## src/rtl/clock_ctrl.sv

```systemverilog
// clock_ctrl: 24-hour HH:MM:SS BCD clock with 1 Hz prescaler and button-driven set modes.
module clock_ctrl #(
  parameter int unsigned TICK_DIV = 50000000
) (
  input  logic       clk,
  input  logic       rs_n,
  input  logic       mode_p,
  input  logic       inc_p,
  output logic [3:0] sec_u,
  output logic [3:0] sec_t,
  output logic [3:0] min_u,
  output logic [3:0] min_t,
  output logic [3:0] hr_u,
  output logic [3:0] hr_t,
  output logic [1:0] mode,
  output logic       tick_1hz,
  output logic       blink
);

  localparam int unsigned PW = (TICK_DIV > 1) ? $clog2(TICK_DIV) : 1;
  localparam logic [PW-1:0] PC_MAX  = PW'(TICK_DIV - 1);
  localparam logic [PW-1:0] PC_HALF = PW'(TICK_DIV / 2);

  typedef enum logic [1:0] {
    RUN     = 2'b00,
    SET_HR  = 2'b01,
    SET_MIN = 2'b10,
    ILLEGAL = 2'b11
  } mode_t;

  mode_t         r_mode, w_mode_nx;
  logic [PW-1:0] r_pc, w_pc_nx;
  logic [7:0]    r_sec, r_min, r_hr;
  logic [7:0]    w_sec_nx, w_min_nx, w_hr_nx;
  logic          r_tick, r_blink, w_blink_nx;
  logic          w_tick;
  logic [8:0]    w_sec_inc, w_min_inc;
  logic [7:0]    w_hr_inc;

  // Mod-60 BCD increment of a tens/units pair; MSB is the carry out.
  function automatic logic [8:0] inc60(input logic [3:0] t, input logic [3:0] u);
    if (u != 4'd9)      return {1'b0, t, u + 4'd1};
    else if (t != 4'd5) return {1'b0, t + 4'd1, 4'd0};
    else                return 9'd0 | 9'h100;
  endfunction

  // Mod-24 BCD increment of the hours pair.
  function automatic logic [7:0] inc24(input logic [3:0] t, input logic [3:0] u);
    if (t == 4'd2 && u == 4'd3) return 8'd0;
    else if (u == 4'd9)         return {t + 4'd1, 4'd0};
    else                        return {t, u + 4'd1};
  endfunction

  // Next-state for prescaler, digits, mode and blink.
  always_comb begin
    w_mode_nx = r_mode;
    w_sec_nx  = r_sec;
    w_min_nx  = r_min;
    w_hr_nx   = r_hr;
    w_tick    = (r_pc == PC_MAX);
    w_pc_nx   = w_tick ? '0 : r_pc + PW'(1);
    w_sec_inc = inc60(r_sec[7:4], r_sec[3:0]);
    w_min_inc = inc60(r_min[7:4], r_min[3:0]);
    w_hr_inc  = inc24(r_hr[7:4], r_hr[3:0]);
    case (r_mode)
      RUN: begin
        if (w_tick) begin
          w_sec_nx = w_sec_inc[7:0];
          if (w_sec_inc[8]) begin
            w_min_nx = w_min_inc[7:0];
            if (w_min_inc[8]) w_hr_nx = w_hr_inc;
          end
        end
        if (mode_p) w_mode_nx = SET_HR;
      end
      SET_HR: begin
        if (mode_p)     w_mode_nx = SET_MIN;
        else if (inc_p) w_hr_nx   = w_hr_inc;
      end
      SET_MIN: begin
        if (mode_p) begin
          // Leaving set mode restarts the current second.
          w_mode_nx = RUN;
          w_sec_nx  = 8'd0;
          w_pc_nx   = '0;
        end else if (inc_p) begin
          w_min_nx = w_min_inc[7:0];
        end
      end
      default: w_mode_nx = RUN;
    endcase
    w_blink_nx = (w_mode_nx == RUN) || (w_pc_nx < PC_HALF);
  end

  // State and registered outputs.
  always_ff @(posedge clk or negedge rs_n) begin
    if (!rs_n) begin
      r_mode  <= RUN;
      r_pc    <= '0;
      r_sec   <= 8'd0;
      r_min   <= 8'd0;
      r_hr    <= 8'd0;
      r_tick  <= 1'b0;
      r_blink <= 1'b1;
    end else begin
      r_mode  <= w_mode_nx;
      r_pc    <= w_pc_nx;
      r_sec   <= w_sec_nx;
      r_min   <= w_min_nx;
      r_hr    <= w_hr_nx;
      r_tick  <= w_tick;
      r_blink <= w_blink_nx;
    end
  end

  assign sec_u    = r_sec[3:0];
  assign sec_t    = r_sec[7:4];
  assign min_u    = r_min[3:0];
  assign min_t    = r_min[7:4];
  assign hr_u     = r_hr[3:0];
  assign hr_t     = r_hr[7:4];
  assign mode     = r_mode;
  assign tick_1hz = r_tick;
  assign blink    = r_blink;

endmodule

```

## config.mk

```make
export PLATFORM = sky130hd
export DESIGN_NAME = clock_ctrl
export DESIGN_NICKNAME = d
export VERILOG_FILES = /design/src/rtl/clock_ctrl.sv
export SDC_FILE = /design/constraint.sdc
export NUM_CORES = 1
export LEC_CHECK = 0
export CAP_MARGIN = 0
export CORE_ASPECT_RATIO = 1.2
export CORE_MARGIN = 4
export CORE_UTILIZATION = 50
export CTS_CLUSTER_DIAMETER = 200
export CTS_CLUSTER_SIZE = 8
export DETAILED_ROUTE_END_ITERATION = 10
export GPL_ROUTABILITY_DRIVEN = 0
export PLACE_DENSITY = 0.72
export SYNTH_ARGS = -nofsm -noshare
export SYNTH_HDL_FRONTEND = slang
export SYNTH_SLANG_ARGS = --single-unit
export TNS_END_PERCENT = 1
```

## constraint.sdc

```tcl
create_clock -name clk -period 3.3 [get_ports clk]
set_clock_uncertainty 0.15 [all_clocks]
set_input_delay 0.66 -clock clk [delete_from_list [all_inputs] [get_ports clk]]
set_output_delay 0.66 -clock clk [all_outputs]
set_load 0.1 [all_outputs]
```

### After elaboration in Yosys (flattened, before gate mapping)

Index checks and enable logic that the tools add are counted.

* equal/unequal tests: 19
* muxes and demuxes: 27
* reduce and logical (&&, ||, !) cells: 10
* order comparisons: 1
* add/subtract/negate cells: 7

Operator list (count)
* $mux 8: 13
* $mux 26: 3
* $pmux 8 s2: 3
* $mux 9: 4
* $add 26x1->26 const B: 1
* $eq 26x26->1 const B: 1
* $lt 26x25->1 const B: 1
* $add 4x1->4 const B: 6
* $ne 2x2->1 const B: 9
* $eq 4x2->1 const B: 2
* $ne 4x3->1 const B: 2
* $ne 4x4->1 const B: 2
* $mux 2: 3
* $pmux 2 s3: 1
* $reduce_and 6->1: 1
* $reduce_and 5->1: 1
* $eq 4x4->1 const B: 1
* $logic_not 2->1: 2
* $reduce_and 4->1: 1
* $reduce_bool 2->1: 2
* $reduce_and 3->1: 1
* $eq 2x1->1 const B: 1
* $eq 2x2->1 const B: 1
* $logic_and 1x1->1: 1
* $logic_or 1x1->1: 1

* word-level logic and storage cells: 72
* register bits: 54
* output and inout port bits: 28
* bits of input ports: 4

### Depth between registers and ports, before layout

Gate-level depths: netlist of the first run.

* word-level depth: 7
* mapped depth: 10
* depth with buffers taken out: 9

### Worst setup path before layout of the first run

OpenSTA, ideal clock, no wires.

* kind: register to register
* start: reg r_sec[0]
* end: reg r_min[1]
* buffers on the path: 0
* path slack: 547 ps
* cell stages (with the launch flop): 8
* required time: 3024 ps
* data arrival time: 2477 ps
* cells stage by stage: dfrtp_1 -> ha_1 -> nand3b_1 -> nor2_1 -> nor4b_4 -> mux2i_1 -> nor3b_2 -> mux2_2

* word-level cells in the longest chain between the ends: 4

Ends and longest elaborated chain
* from (decl): RTL line 33 `logic [7:0] r_sec, r_min, r_hr;`
* from (signal assigned): RTL line 108 `r_sec <= w_sec_nx;`
* $ne 4x4->1: RTL line 42 `if (u != 4'd9) return {1'b0, t, u + 4'd1};`
* $mux 9: RTL line 42
* $ne 2x2->1 (no source line)
* $reduce_and 5->1 (no source line)
* to (signal assigned): RTL line 109 `r_min <= w_min_nx;`
* to (decl): RTL line 33

Every way passes these cells. The select of a mux whose other input is x is not followed.
A chain may end at the register's enable or synchronous reset.

### Worst setup path after layout of the first run

* start: reg r_pc[0]
* end: reg r_blink, in the netlist blink

* word-level cells in the longest chain between the ends: 6

Ends and longest elaborated chain
* from (decl): RTL line 32 `logic [PW-1:0] r_pc, w_pc_nx;`
* from (signal assigned): RTL line 107 `r_pc <= w_pc_nx;`
* $eq 26x26->1 *: RTL line 60 `w_tick = (r_pc == PC_MAX);`
* named net w_tick: RTL line 36 `logic w_tick;`
* $mux 26 *: RTL line 61 `w_pc_nx = w_tick ? '0 : r_pc + PW'(1);`
* $mux 26: RTL line 81 `if (mode_p) begin`
* $mux 26 *: RTL line 65 `case (r_mode)`
* $lt 26x25->1 *: RTL line 92 `w_blink_nx = (w_mode_nx == RUN) || (w_pc_nx < PC_HALF);`
* $logic_or 1x1->1 *: RTL line 92
* named net w_blink_nx: RTL line 35 `logic r_tick, r_blink, w_blink_nx;`
* to (signal assigned): RTL line 112 `r_blink <= w_blink_nx;`
* to (decl): RTL line 35

Mark *: on every way through the listed nets, which the timed path passes. The rest lies on a longest branch.

==> impl_metrics.csv, run 1 <==
group,metric,value,unit
yosys,seq_area_frac_synth,43.8,%
timing,drv_slew,0,
yosys,synth_common_cells,"dfrtp_1 (53), nor2_1 (49), nand2_1 (30)",
yosys,postSynthCellCount,324,
timing,tightest_slew,703,ps
setup_path,worstSetupPathType,"flop to flop",
yosys,synth_top_cells_by_area,"dfrtp_1 (43%), nor2_1 (6.0%), xnor2_1 (4.8%), xor2_1 (4.3%), ha_1 (3.6%)",
setup_path,required,3370,ps
power,p_int,1.61,mW
clock_network,clk_pin_slew,90,ps
yosys,synthXorXnorAreaFrac,9.08,%
routing,first_pass_iters,4,
floorplanning,io_pins,32,
cells_and_area,nets,369,
yosys,synth.largest_area_cell,"dfrtp_1",
setup_path,end_kind,"flop",
grt,overflow,0,
yosys,synthesis.area,3090,µm²
grt,track_usage,17.3,%
floorplanning,die_w,79.7,µm
clock_network,cts-resized-gates,0,
power,pwr-share-clk,12.0,%
power,switchingPower,1.86,mW
yosys,synth_top_family_by_area,"simple AND/OR/NAND/NOR gates",
power,powerDensity,988,nW/µm²
cells_and_area,syn_to_final_growth,13.9,%
grt,grt_pass1_wl,10400,µm
timing,hold_viol,0,
routing,drc,0,
yosys,ys_ff_latch,54,
routing,vias,2334,
timing,clock.fmax,374,MHz
yosys,synth_top_area_share,43.0,%
clock_network,clkSinkCount,54,
cells_and_area,antenna_cells,0,
cells_and_area,drive_gt1_share,17.9,%
grt,antenna_found_initial,0,
timing,fin_crit_sh,81.1,%
setup_path,startpoint_type,"flop",
grt,grt_max_degree,32,
setup_path,crit_family,"simple AND/OR/NAND/NOR gates",
routing,totalWireLength,5850,µm
routing,viasPerCell,5.32,
yosys,yosysWarnings,0,
clock_network,cts_tree,"built",
outcome,status,"finished clean",
yosys,async_flop_share,100,%
yosys,synthAdderAreaFrac,3.65,%
placed_design,place.detailed.hpwl,4370,µm
setup_path,worst_path_largest_cell_delay,430,ps
clock_network,cts_hold_buf,0,
yosys,synth_most_common_cell,"dfrtp_1",
placed_design,io_buffers,31,
routing,ant_nets,0,
power,power_frac_seq,36.5,%
yosys,synthMuxAreaShare,2.92,%
power,combPwrFrac,51.5,%
yosys,yosys.area_share.simple,28.9,%
clock_network,cts_setup_buffers,0,
clock_network,clockBufferDepth,2,
yosys,synth_compound_area_share,7.99,%
power,power,3.47,mW
setup_path,critPathMaxFanout,13,
clock_network,root_buffer,"clkbuf_8",
setup_path,crit_chain,"ha_1 -> nand2_1 -> or2_1 -> nor4_4 -> or2_2 -> a2111o_1 -> o31ai_1 -> a31oi_1",
clock_network,cts_buffers,5,
timing,slew_headroom,53.1,%
floorplanning,die_h,94.1,µm
setup_path,cp_slowest_cell,"or2_2",
yosys,synth_edf_count,0,
floorplanning,coreArea,6010,µm²
cells_and_area,fill_cells,511,
min_path,holdCritPathClass,"input pin to asynchronous set/reset pin",
yosys,ys_types,57,
timing,finalSetupTns,0,ps
floorplanning,start_util,51.3,%
setup_path,path_buf_inv,0,
routing,drtIter0Drc,77,
clock_network,h-tree-depth,2,
timing,period_needed,2670,ps
routing,wl_per_cell,13.3,µm
floorplanning,die_area,7500,µm²
power,p_sw_share,53.6,%
yosys,syn_nets,337,
clock_network,clock_latency,310,ps
timing,setup_violations,0,
setup_path,critPathArrivalTime,2750,ps
power,leakage,1.59,nW
yosys,syn-mean-instance-area,9.53,µm²
grt,grt_pass1_vias,2265,
yosys,synth_flop_cell,"dfrtp_1",
job,drv_cap,0,
power,peakVddDrop,0.500,mV
floorplanning,rows,31,
timing,rsz0062_at_grt,"false",
-- per-layer routing --
metal	global-route usage (%)	up-vias	wire length (µm)
li1	-	1182	-
met1	22.4	1110	2710
met2	28.8	35	2840
met3	3.07	7	198
met4	6.30	0	93
met5	0	-	0
-- stage by stage --
step	cell area [µm²]	std cells	worst slack, ps	hold WS, ps	util, %
6_report	3510	439	625	246	58.5
5_1_grt	3510	439	377	296	58.5
4_1_cts	3510	439	604	263	58.5
3_5_place_dp	3400	431	482	340	56.6
3_3_place_gp	3400	431	568	311	56.6
2_1_floorplan	3090	324	547	214	-
-- sequential cells by signal (all words and copies together) (netlist names) --
register	flops
tick_1hz	1
r_pc	26
r_sec	8
r_hr	8
r_min	8
blink	1
mode	2
-- final timing paths --
check | start | to | slack [ps] | depth (start not counted)
min in group clk | r_pc[0] | r_pc[0] | 350 | 1
hold / removal | rs_n | r_hr[6] | 250 | 1
hold reg to reg | r_pc[0] | r_pc[0] | 350 | 1
max in group asynchronous | rs_n | blink | 2060 | 2
setup / recovery | r_pc[0] | blink | 630 | 8
setup reg to reg | r_pc[0] | blink | 630 | 8
-- power groups by stage --
stage / sequential, mW / clock, mW / combinational, mW
after CTS: 1.26 / 0.433 / 1.80
after detailed placement: 1.28 / 0 / 1.80
after floorplan: 2.02 / 0 / 0.673
final: 1.27 / 0.418 / 1.79
after global placement: 1.27 / 0 / 1.78
after global routing: 1.33 / 0.456 / 1.91
-- cell usage in the layout (no fill, tap or decap), types with 4 or more instances in the layout --
cell type	n
o31ai_1	4
buf_4	35
xnor2_1	17
inv_1	11
xor2_1	15
nand3b_1	6
nor4_1	4
and2_1	5
nand4_1	9
dfrtp_1	53
nand2_1	30
nand3_1	14
nor3_1	5
and3_1	8
nor2b_1	4
o21ai_0	14
clkbuf_8	8
a21oi_1	4
nor2_1	49
ha_1	9
-- logic make-up (layout without fill, tap and decap cells) --
kind of cell | Yosys count | after routing
mux | 8 | 8
buf+inv | 24 | 57
simple gates | 160 | 160
fa+ha+maj | 9 | 9
compound gates | 37 | 37
xor+xnor | 32 | 32
flops | 54 | 54
-- worst reg2reg max path: stages (launching register included) --
cell      delay (ps)
dfrtp_1          420
ha_1             240
nand2_1          120
or2_1            380
nor4_4            90
or2_2            430
a2111o_1         410
o31ai_1          240
a31oi_1          120
-- final cells by class --
| class | instances | area, µm² | area share (%) |
|---|---|---|---|
| multi-input combinational | 246 | 1620 | 46.1 |
| timing repair buffer | 38 | 288 | 8.19 |
| sequential | 54 | 1350 | 38.5 |
| tap | 82 | 103 | 2.92 |
| inverter | 11 | 41.3 | 1.17 |
| clock buffer | 8 | 110 | 3.13 |
No activity file was read; power rests on OpenSTA's default activity.
==> run 2: changes to the inputs <==
- PLACE_DENSITY: 0.72 -> 0.74
- clock period: 3.3 -> 2.3 ns (I/O delays scaled with it)
==> run 2 against run 1 <==
The run now ends with setup timing left; clock-buffer cell count unchanged; routed wire length up 16%; final area up 14%; sequential power up 39%; global-route usage up 2.3 points; total power up 58%; cell count up 11%; maximum frequency up 14%; largest power group unchanged.
==> impl_metrics.csv, run 2 (synthesis results as in run 1) <==
group,metric,value,unit
cells_and_area,instances_no_fill,488,
timing,hold_viol,0,
cells_and_area,drive_gt1_share,34.5,%
routing,vias,2582,
clock_network,clk_pin_slew,90,ps
setup_path,r2r_start,"r_pc[19]",
floorplanning,die_h,94.1,µm
grt,track_usage,19.6,%
timing,rsz0062_at_grt,"true",
floorplanning,coreArea,6010,µm²
floorplanning,start_util,51.3,%
setup_path,rrSetupSlack,-40,ps
setup_path,worstSetupPathType,"flop to flop",
routing,first_pass_iters,4,
floorplanning,die_w,79.7,µm
cells_and_area,layout_common_cells,"buf_4 (81), nor2_1 (49), dfrtp_1 (35)",
timing,setup_violations,5,
cells_and_area,nets,418,
timing,finalWorstSetupSlack,-43.4,ps
routing,drc,0,
routing,totalWireLength,6780,µm
grt,grt_pass1_vias,2661,
placed_design,place.detailed.hpwl,4950,µm
grt,grt_max_degree,55,
outcome,status,"finished, violations left",
cells_and_area,largest_register_ffs,26,
cells_and_area,largest_register,"r_pc",
grt,overflow,0,
timing,drv_slew,0,
routing,viasPerCell,5.29,
timing,fin_crit_sh,102,%
setup_path,required,2350,ps
power,power,5.50,mW
min_path,holdCritPathClass,"flop to flop",
clock_network,cts_tree,"built",
setup_path,r2r-end,"r_min[1]",
cells_and_area,layout_commonest_cell,"buf_4",
setup_path,critPathMaxFanout,4,
grt,grt_pass1_wl,11700,µm
timing,hold_ws,346,ps
setup_path,startpoint_type,"flop",
cells_and_area,antenna_cells,0,
timing,tightest_slew,338,ps
clock_network,clockBufferDepth,2,
power,leakage,1.83,nW
setup_path,critPathArrivalTime,2390,ps
setup_path,cp-startpoint,"r_pc[19]",
clock_network,clock_latency,300,ps
grt,antenna_found_initial,0,
setup_path,endpoint,"r_min[1]",
floorplanning,rows,31,
floorplanning,die_area,7500,µm²
routing,drtIter0Drc,80,
clock_network,h-tree-depth,2,
setup_path,end_kind,"flop",
clock_network,clkSinkCount,54,
cells_and_area,syn_to_final_growth,30.0,%
cells_and_area,final_cell_area,4010,µm²
placed_design,place_area,3800,µm²
job,drv_cap,0,
setup_path,reg2regPathDepth,6,
timing,clock.fmax,427,MHz
power,peakVddDrop,0.631,mV
cells_and_area,final_util,66.7,%
floorplanning,io_pins,32,
timing,period_needed,2340,ps
timing,slew_headroom,77.0,%
outcome,violations,"setup timing",
placed_design,io_buffers,31,
routing,ant_nets,0,
routing,wl_per_cell,13.9,µm
clock_network,cts_buffers,5,
placed_design,dp.cells,471,
power,powerDensity,1370,nW/µm²
clock_network,root_buffer,"clkbuf_8",
==> run 2: layout make-up <==
cell class / count / area, µm²
sequential: 54 / 1400
timing repair buffer: 87 / 683
fill: 488 / 2000
clock buffer: 8 / 90.1
tap: 82 / 103
inverter: 11 / 41.3
multi-input combinational: 246 / 1700
==> run 2: worst max-delay path: stages, from the launching register on <==
cell     delay, ps
dfrtp_1        370
nand2_1         80
or4_4          530
nor4b_4        320
mux2i_2        180
nor3b_4        290
mux2_4         320
==> run 2: through the flow <==
step	TNS (ps)	setup slack, ps
detailed placement	-458	-100
global placement	-158	-54.6
finish	-145	-43.4
CTS	-18.2	-18.2
floorplan	-101	-35.2
global route	-2050	-168
==> run 2: timing repair <==
item | CTS | global route
hold buffers | 1 | 0
pin swaps | 5 | 4
endpoints found under the hold margin | 13 | 0
endpoints found under the setup margin | 11 | 21
resized for setup | 3 | 7
buffers inserted | 3 | 5
==> run 2: routing by layer <==
layer | global-route usage [%] | vias up | share of wire [%]
li1 | - | 1281 | -
met1 | 22.9 | 1244 | 41
met2 | 35.1 | 44 | 54
met3 | 3.07 | 13 | 3.1
met4 | 8.60 | 0 | 2.2
met5 | 0 | - | 0
==> run 2: worst min path at each step <==
stage	from	to	slack [ps]	cells past startpoint
CTS	r_sec[7]	r_sec[7]	350	1
global placement	r_sec[7]	r_sec[7]	320	1
global route	r_sec[7]	r_sec[7]	370	1
floorplan	rs_n	mode[1]	10	0
finish	r_sec[7]	r_sec[7]	350	1
detailed placement	rs_n	r_pc[2]	330	2
==> run 2: where the power goes <==
| part | switching, mW | total, mW | internal, mW |
|---|---|---|---|
| logic | 2.14 | 3.20 | 1.06 |
| registers | 0.398 | 1.76 | 1.36 |
| clock network | 0.291 | 0.538 | 0.246 |
==> run 3: changes to the inputs <==
- CAP_MARGIN: 0 -> unset
- PLACE_DENSITY: 0.74 -> 0.72
- SLEW_MARGIN: unset -> 20
- clock period: 2.3 -> 3.01 ns (I/O delays scaled with it)
==> run 3 against run 2 <==
The flow now finishes without violations; sequential share of layout area grew 3.6 points; final area shrank 12%; combinational power shrank 38%; total power shrank 30%; critical path depth grew 2; setup slack gained 430 ps; hold slack lost 12 ps; global-route usage shrank 2.5 points; first-iteration DRC count shrank 10%; die area is the same; flip-flop and latch count is the same; maximum frequency shrank 11%; largest power group unchanged; highest routed layer unchanged.
==> impl_metrics.csv, run 3 (synthesis results as in run 1) <==
group,metric,value,unit
timing,hold_viol,0,
setup_path,crit_family,"simple AND/OR/NAND/NOR gates",
setup_path,rrSetupSlack,380,ps
cells_and_area,final_cell_area,3520,µm²
timing,rsz0062_at_grt,"false",
setup_path,critPathMaxFanout,10,
timing,slew_headroom,66.2,%
routing,viasPerCell,5.34,
grt,overflow,0,
setup_path,critPathArrivalTime,2710,ps
placed_design,place_area,3400,µm²
grt,track_usage,17.1,%
clock_network,cts_buffers,5,
grt,grt_pass1_wl,10300,µm
setup_path,reg2regPathDepth,8,
timing,period_needed,2630,ps
floorplanning,die_area,7500,µm²
cells_and_area,antenna_cells,0,
timing,setup_violations,0,
placed_design,io_buffers,31,
cells_and_area,largest_register_ffs,26,
floorplanning,die_h,94.1,µm
floorplanning,rows,31,
timing,drv_slew,0,
power,powerDensity,1090,nW/µm²
routing,ant_nets,0,
clock_network,h-tree-depth,2,
routing,totalWireLength,6000,µm
setup_path,startpoint_type,"flop",
setup_path,cp_slowest_cell,"dfrtp_1",
cells_and_area,syn_to_final_growth,14.1,%
routing,first_pass_iters,4,
job,drv_cap,0,
timing,tightest_slew,500,ps
clock_network,clockBufferDepth,2,
setup_path,r2r_start,"r_pc[0]",
power,leakage,1.60,nW
outcome,status,"finished clean",
cells_and_area,drive_gt1_share,17.9,%
clock_network,clk_pin_slew,90,ps
setup_path,crit_chain,"ha_1 -> nand2_1 -> or2_1 -> nor4_4 -> or2_2 -> a2111o_1 -> o31ai_1 -> a31oi_1",
min_path,whs_endpoint,"r_pc[0]",
routing,wl_per_cell,13.6,µm
setup_path,worstSetupPathType,"flop to flop",
cells_and_area,layout_commonest_cell,"dfrtp_1",
placed_design,place.detailed.hpwl,4400,µm
min_path,holdPathStages,1,
cells_and_area,nets,370,
routing,vias,2348,
clock_network,cts-resized-gates,0,
timing,fin_crit_sh,87.2,%
floorplanning,die_w,79.7,µm
grt,grt_pass1_vias,2141,
floorplanning,io_pins,32,
clock_network,clkSinkCount,54,
timing,hold_ws,334,ps
power,peakVddDrop,0.579,mV
setup_path,worst_path_largest_cell_delay,410,ps
clock_network,root_buffer,"clkbuf_8",
clock_network,cts_setup_buffers,0,
setup_path,path_buf_inv,0,
cells_and_area,largest_register,"r_pc",
floorplanning,start_util,51.3,%
routing,drtIter0Drc,72,
floorplanning,coreArea,6010,µm²
grt,grt_max_degree,31,
setup_path,end_kind,"flop",
clock_network,cts_tree,"built",
min_path,min_from,"r_pc[0]",
min_path,holdCritPathClass,"flop to flop",
clock_network,clock_latency,310,ps
cells_and_area,layout_common_cells,"dfrtp_1 (53), nor2_1 (49), buf_4 (35)",
routing,drc,0,
timing,clock.fmax,381,MHz
setup_path,r2r-end,"blink",
grt,antenna_found_initial,0,
setup_path,required,3090,ps
timing,finalSetupTns,0,ps
run 3: changes by cell type in the layout (fill, tap and decap cells not counted), moves of 2 or more:
cell      previous run  this run
buf_4               81        35
dfrtp_1             35        53
dfrtp_2             10         0
dfrtp_4              8         0
buf_12               2         0
clkbuf_1             2         0
clkinv_2             0         2
nor3_1               3         5
nor3_2               2         0
nor4b_1              0         2
or2_4                2         0
run 3: worst reg2reg max path, delay by kind of cell (launching register included):
kind / cells / cell delay, ps
compound gates: 3 / 750
fa+ha+maj: 1 / 240
flops: 1 / 410
simple gates: 4 / 1020
run 3: power breakdown:
group	total, mW	switching [mW]	internal, mW
sequential	1.39	0.390	1.00
combinational	1.97	1.43	0.534
clock	0.481	0.236	0.245
run 3: worst max-delay path by stage:
| stage | from | endpoint | depth (start not counted) |
|---|---|---|---|
| global route | r_pc[16] | r_min[1] | 6 |
| floorplan | r_sec[0] | r_min[1] | 7 |
| CTS | r_pc[0] | blink | 8 |
| global placement | r_pc[15] | r_min[1] | 6 |
| finish | r_pc[0] | blink | 8 |
| detailed placement | r_pc[0] | blink | 8 |
run 3: area by class of cell:
type,count,area (µm²)
fillers,533,2490
multi-input cells,246,1620
flip-flops and latches,54,1350
repair buffers,39,298
well taps,82,103
clock buffers,5,68.8
inverters,11,41.3
clock inverters,3,40.0
run 3: metal layers:
| metal | wire [µm] | part of all wire, % | up-vias | GRT usage, % |
|---|---|---|---|---|
| met5 | 0 | 0 | - | 0 |
| li1 | - | - | 1178 | - |
| met3 | 179 | 3.0 | 8 | 3.07 |
| met1 | 2740 | 46 | 1130 | 22.9 |
| met2 | 2980 | 50 | 32 | 27.9 |
| met4 | 104 | 1.7 | 0 | 5.87 |
run 3: what timing repair did:
item | CTS | global route
hold endpoints to repair | 7 | 0
hold buffers | 1 | 0
endpoints found under the setup margin | 0 | 0
run 3: through the flow:
step           instances  setup slack [ps]  util [%]  power, mW
2_1_floorplan        324               257         -       2.96
3_3_place_gp         431               443      56.6       3.34
3_5_place_dp         431               394      56.6       3.38
4_1_cts              440               365      58.6       3.87
6_report             440               384      58.6       3.84
5_1_grt              440               158      58.6       4.07
